<file path="src/rtl/sb_pkg.sv">
// Shared widths and the buffered-store entry layout for the store buffer.
// No logic; types and defaults only.
// Entry widths below set the storage layout used by store_buffer.
package sb_pkg;

    localparam int SB_DEPTH  = 8;
    localparam int SB_ADDR_W = 14;
    localparam int SB_DATA_W = 32;
    localparam int SB_TAG_W  = 6;

    typedef struct packed {
        logic [SB_ADDR_W-1:0] addr;
        logic [SB_DATA_W-1:0] data;
    } sb_entry_t;

endpackage

</file>
<file path="src/rtl/sb_fwd_match.sv">
// Store-to-load forwarding match: youngest matching store wins (incoming store, then buffer tail to head).
// Latency: purely combinational.
// Backpressure: none; caller qualifies st_push and uses hit only on an accepted load.
module sb_fwd_match
    import sb_pkg::*;
#(
    parameter int DEPTH = SB_DEPTH,
    localparam int PTR_W = $clog2(DEPTH),
    localparam int CNT_W = PTR_W + 1
) (
    input  sb_entry_t [DEPTH-1:0] entries,
    input  logic [PTR_W-1:0]      head,
    input  logic [CNT_W-1:0]      count,
    input  logic                  st_push,
    input  sb_entry_t             st_entry,
    input  logic [SB_ADDR_W-1:0]  ld_addr,
    output logic                  hit,
    output logic [SB_DATA_W-1:0]  data
);

    // Walk live entries oldest to youngest so later matches override earlier ones;
    // the same-cycle store is the youngest of all and is applied last.
    always_comb begin
        hit  = 1'b0;
        data = '0;
        for (int i = 0; i < DEPTH; i++) begin
            if ((CNT_W'(i) < count) && (entries[head + PTR_W'(i)].addr == ld_addr)) begin
                hit  = 1'b1;
                data = entries[head + PTR_W'(i)].data;
            end
        end
        if (st_push && (st_entry.addr == ld_addr)) begin
            hit  = 1'b1;
            data = st_entry.data;
        end
    end

endmodule

</file>
<file path="src/rtl/store_buffer.sv">
// Committed-store FIFO in front of a single-port data memory, with store-to-load forwarding.
// Latency: load response one cycle after acceptance; a buffered store drains no earlier than the cycle after push.
// Backpressure: st_ready drops only when full; ld_ready drops when full or on flush; a load miss stalls draining.
module store_buffer
    import sb_pkg::*;
#(
    parameter int DEPTH  = SB_DEPTH,
    parameter int ADDR_W = SB_ADDR_W,
    parameter int DATA_W = SB_DATA_W,
    parameter int TAG_W  = SB_TAG_W
) (
    input  logic              clk,
    input  logic              rst,
    input  logic              st_valid,
    output logic              st_ready,
    input  logic [ADDR_W-1:0] st_addr,
    input  logic [DATA_W-1:0] st_data,
    input  logic              ld_valid,
    output logic              ld_ready,
    input  logic [ADDR_W-1:0] ld_addr,
    input  logic [TAG_W-1:0]  ld_tag,
    input  logic              flush,
    output logic              ld_resp_valid,
    output logic [TAG_W-1:0]  ld_resp_tag,
    output logic [DATA_W-1:0] ld_resp_data,
    output logic              mem_en,
    output logic              mem_we,
    output logic [ADDR_W-1:0] mem_addr,
    output logic [DATA_W-1:0] mem_wdata,
    input  logic [DATA_W-1:0] mem_rdata,
    output logic              sb_empty
);

    localparam int PTR_W = $clog2(DEPTH);
    localparam int CNT_W = PTR_W + 1;

    sb_entry_t [DEPTH-1:0] fifo_q;
    logic [PTR_W-1:0]      head_q;
    logic [PTR_W-1:0]      tail_q;
    logic [CNT_W-1:0]      count_q;

    logic              resp_q;
    logic              resp_hit_q;
    logic [TAG_W-1:0]  resp_tag_q;
    logic [DATA_W-1:0] resp_fwd_q;

    logic              full;
    logic              st_push;
    logic              ld_take;
    logic              ld_miss;
    logic              drain;
    logic              fwd_hit;
    logic [DATA_W-1:0] fwd_data;
    sb_entry_t         st_entry;
    sb_entry_t         head_entry;

    assign full       = (count_q == CNT_W'(DEPTH));
    assign st_ready   = ~full;
    assign ld_ready   = ~full & ~flush;
    assign st_push    = st_valid & st_ready;
    assign ld_take    = ld_valid & ld_ready;
    assign st_entry   = '{addr: st_addr, data: st_data};
    assign head_entry = fifo_q[head_q];
    assign sb_empty   = (count_q == '0);

    sb_fwd_match #(.DEPTH(DEPTH)) u_fwd (
        .entries  (fifo_q),
        .head     (head_q),
        .count    (count_q),
        .st_push  (st_push),
        .st_entry (st_entry),
        .ld_addr  (ld_addr),
        .hit      (fwd_hit),
        .data     (fwd_data)
    );

    // A missing load owns the port; otherwise the head store drains. When full no load
    // is accepted, so draining always makes progress.
    assign ld_miss   = ld_take & ~fwd_hit;
    assign drain     = (count_q != '0) & ~ld_miss;
    // Gated by rst so the port goes quiet the moment reset asserts, not at the next edge.
    assign mem_en    = ld_miss & ~rst;
    assign mem_we    = drain & ~rst;
    assign mem_addr  = ld_miss ? ld_addr : head_entry.addr;
    assign mem_wdata = head_entry.data;

    assign ld_resp_valid = resp_q & ~flush;
    assign ld_resp_tag   = resp_tag_q;
    assign ld_resp_data  = resp_hit_q ? resp_fwd_q : mem_rdata;

    // Store payload array; contents are meaningless outside head..tail, so no reset.
    always_ff @(posedge clk) begin
        if (st_push) begin
            fifo_q[tail_q] <= st_entry;
        end
    end

    // Pointer and occupancy bookkeeping; power-of-two depth lets pointers wrap naturally.
    always_ff @(posedge clk or posedge rst) begin
        if (rst) begin
            head_q  <= '0;
            tail_q  <= '0;
            count_q <= '0;
        end else begin
            if (st_push) begin
                tail_q <= tail_q + PTR_W'(1);
            end
            if (drain) begin
                head_q <= head_q + PTR_W'(1);
            end
            if (st_push && !drain) begin
                count_q <= count_q + CNT_W'(1);
            end else if (!st_push && drain) begin
                count_q <= count_q - CNT_W'(1);
            end
        end
    end

    // Capture the accepted load's tag and, on a hit, its forwarded data for next cycle.
    always_ff @(posedge clk or posedge rst) begin
        if (rst) begin
            resp_q     <= 1'b0;
            resp_hit_q <= 1'b0;
            resp_tag_q <= '0;
            resp_fwd_q <= '0;
        end else begin
            resp_q <= ld_take;
            if (ld_take) begin
                resp_hit_q <= fwd_hit;
                resp_tag_q <= ld_tag;
                resp_fwd_q <= fwd_data;
            end
        end
    end

endmodule

</file>
<file path="config.mk">
export PLATFORM = sky130hd
export DESIGN_NAME = store_buffer
export DESIGN_NICKNAME = d
export VERILOG_FILES = /design/src/rtl/sb_pkg.sv /design/src/rtl/sb_fwd_match.sv /design/src/rtl/store_buffer.sv
export SDC_FILE = /design/constraint.sdc
export NUM_CORES = 1
export LEC_CHECK = 0
export CAP_MARGIN = 10
export CELL_PAD_IN_SITES_DETAIL_PLACEMENT = 0
export CELL_PAD_IN_SITES_GLOBAL_PLACEMENT = 1
export CORE_UTILIZATION = 45
export CTS_BUF_LIST = sky130_fd_sc_hd__clkbuf_4 sky130_fd_sc_hd__clkbuf_8
export CTS_CLUSTER_SIZE = 10
export DETAILED_ROUTE_END_ITERATION = 7
export PLACE_DENSITY_LB_ADDON = 0.1
export SETUP_SLACK_MARGIN = 0.05
export SLEW_MARGIN = 20
export SYNTH_ARGS = -nofsm -noshare
export SYNTH_HDL_FRONTEND = slang
export SYNTH_SLANG_ARGS = --single-unit
</file>
<file path="constraint.sdc">
create_clock -name clk -period 9.48 [get_ports clk]
set_input_delay 2.37 -clock clk [delete_from_list [all_inputs] [get_ports clk]]
set_output_delay 2.37 -clock clk [all_outputs]
set_load 0.01 [all_outputs]
</file>
==> results.json <==
{
  "status": "finished, violations left",
  "violations": "DRC",
  "io_buffers": 192,
  "stdcell_area_um2": 36800,
  "num_rows": 98,
  "syn_area_um2": 32400,
  "tightest_slew_ns": 1.21,
  "switching_share": 0.456,
  "drive_gt1_frac": 0.255,
  "yosys_register_bits": 418,
  "drc": 2,
  "synth-edff-count": 368,
  "final_core_util": 0.515,
  "placed_area_um2": 35100,
  "antenna_left": 0,
  "hold_viol": 0,
  "initial_core_util": 0.454,
  "h-tree-depth": 3,
  "p_sw_mw": 6.36,
  "dieArea_um2": 73100,
  "peakVddDrop_v": 0.000318,
  "synthArstFlopShare": 0.120,
  "io_pins": 193,
  "clock-sinks": 418,
  "path_clk_slew_ns": 0.06,
  "finalSetupTns_ns": 0,
  "fin_crit_ns": 9.16,
  "r2r_slack_ns": 3.16,
  "yosysSeqAreaShare": 0.379,
  "grt_pass1_wl_um": 170000,
  "seqPwrFrac": 0.196,
  "synth_ff_type": "edfxtp_1",
  "timing.rr.start": "head_q[1]",
  "core-area_um2": 71400,
  "dr.pass1.iters": 8,
  "synth_top_area_share": 0.341,
  "fmax_mhz": 109,
  "place.detailed.hpwl_um": 72400,
  "critical_path_buf_inv_count": 2,
  "synth_area_leaders": "edfxtp_1, mux4_2, mux2i_1",
  "root_buffer": "clkbuf_8",
  "tritoncts": "yes",
  "grt_overflow": 0,
  "grt_max_degree": 137,
  "cts_inserted_buffers": 77,
  "synth.largest_area_cell": "edfxtp_1",
  "vias": 25400,
  "avgRoutedWirePerCell_um": 32.2,
  "cpMaxStageDelayCell": "a2111oi_0",
  "crit_path_max_incr_delay_ns": 0.86,
  "clockBufferDepth": 3,
  "crit_family": "simple AND/OR/NAND/NOR gates",
  "cts_resized": 0,
  "antenna_found_initial": 5,
  "fin_crit_sh": 0.966,
  "slew_violations": 0,
  "cp.required_ns": 7.11,
  "place.gp.congestion": 0.988,
  "cp-start-kind": "flop",
  "skew_ns": 0.0479,
  "grt.total_usage": 0.317,
  "path_max_fanout": 43,
  "wirelength_um": 117000,
  "p_leak_nw": 12.5,
  "comb_power_share": 0.668,
  "area_growth_syn_to_layout_pct": 13.4,
  "postSynthAreaPerCell_um2": 12.8,
  "power_per_cell_area_nw_per_um2": 379,
  "fp.dieH_um": 270,
  "nNetsFinal": 2738,
  "ys_types": 77,
  "syn-num-nets": 2639,
  "crit_type": "flop to output port",
  "endpoint_kind": "output port",
  "via_per_inst": 6.99,
  "insertion_delay_ns": 0.70,
  "drt_iter0_drc": 2723,
  "hp-class": "flop to flop",
  "arrival_ns": 6.79,
  "die_w_um": 270,
  "ys.warnings.count": 0,
  "clkPwrFrac": 0.135,
  "setup_viol": 0,
  "max_cap_violations": 0,
  "hold_buffers": 0,
  "rsz0062_at_grt": "false",
  "crit_start": "head_q[1]",
  "hold_start": "ld_resp_tag[4]",
  "grt_pass1_vias": 25200,
  "cts_setup_buffers": 0,
  "whs_ns": 0.476,
  "internal_power_mw": 7.57,
  "syn_inst": 2529,
  "crit_chain": "inv_2 > ha_4 > mux4_2 > xnor2_1 > nor2_1 > a2111oi_0 > o2111ai_4 > or2_2 > and2b_1 > nand3_2 > mux2i_1 > clkdlybuf4s50_1",
  "slew_headroom": 0.190
}
[path summary, 6_finish.rpt]
path,to,depth (start not counted)
min in group asynchronous,resp_hit_q,3
max reg2reg,count_q[3],16
min,ld_resp_tag[4],2
min reg2reg,ld_resp_tag[4],2
max,mem_addr[9],12
max in group asynchronous,head_q[1],3
[area by class of cell]
class / instances / area, um^2
Clock buffer: 97 / 1220
Sequential cell: 418 / 12300
Tap cell: 950 / 1190
Antenna cell: 3 / 7.51
Multi-Input combinational cell: 1843 / 19000
Fill cell: 6114 / 34600
Clock inverter: 44 / 415
Inverter: 23 / 86.3
Timing Repair Buffer: 265 / 2480
[per-layer routing]
| metal | GRT usage | routed length [um] | vias to the layer above |
|---|---|---|---|
| li1 | - | - | 10500 |
| met1 | 0.400 | 44000 | 13100 |
| met2 | 0.524 | 57100 | 1513 |
| met3 | 0.0629 | 10300 | 336 |
| met4 | 0.148 | 5680 | 4 |
| met5 | 0 | 26 | - |
[Yosys cell counts, drive strengths merged, types with 25 or more instances]
| cell type | count |
|---|---|
| a2111o | 31 |
| a2111oi | 43 |
| a21o | 31 |
| a21oi | 51 |
| a221oi | 34 |
| a311oi | 32 |
| and3 | 46 |
| buf | 119 |
| clkbuf | 126 |
| dfrtp | 50 |
| edfxtp | 368 |
| mux2 | 72 |
| mux2i | 252 |
| mux4 | 375 |
| nand2 | 365 |
| nand3 | 25 |
| nor2 | 30 |
| nor3 | 85 |
| o22ai | 44 |
| o31ai | 31 |
| xnor2 | 122 |
[worst register-to-register path, delay by kind of cell (launching register included)]
family	cells	cell delay (ns)
compound gates	4	1.58
buf+inv	3	0.56
mux	1	0.65
flops	1	0.84
simple gates	4	1.05
fa+ha+maj	2	1.07
xor+xnor	2	0.49
[power groups by stage]
stage	Clock, mW	Combinational, mW	Sequential, mW
finish	1.89	9.31	2.73
global route	2.00	9.81	2.77
CTS	1.93	9.24	2.73
detailed placement	0	9.20	2.76
global placement	0	9.14	2.74
floorplan	0	6.73	2.54
[cell usage in the layout (no fill, tap or decap), drive strengths merged, types with 43 or more instances in the layout]
cell type,synthesis,layout
nor3,85,85
clkbuf,126,97
xnor2,122,122
a21oi,51,51
clkdlybuf4s50,0,192
and3,46,46
o22ai,44,44
mux2,72,72
buf,119,73
nand2,365,365
mux2i,252,252
a2111oi,43,43
dfrtp,50,50
mux4,375,375
edfxtp,368,368
[registers in the layout, indices dropped and copies added, names as in the netlist]
signal       count
resp_fwd_q      32
resp_q           1
head_q           3
count_q          4
ld_resp_tag      6
tail_q           3
resp_hit_q       1
fifo_q         368
[kinds of logic (layout without fill, tap and decap cells)]
logic type               count (synthesis)  in the layout  synth area share
adder cells (fa/ha/maj)                  7              7           0.00270
AO/OA/AOI/OAI                          367            367            0.0874
multiplexers                           699            699             0.363
AND/OR/NAND/NOR                        628            628            0.0882
buffers and inverters                  268            429            0.0393
other                                    0              3                 0
XOR/XNOR                               142            142            0.0396
flip-flops                             418            418             0.379
[stage by stage]
stage          cells  power (mW)  setup slack, ns
2_1_floorplan   2529        9.27             1.98
3_3_place_gp    3499        11.9            0.653
3_5_place_dp    3499        12.0            0.666
4_1_cts         3640        13.9            0.346
5_1_grt         3642        14.6           0.0511
6_report        3643        13.9            0.319
No activity file was read; power rests on OpenSTA's default activity.
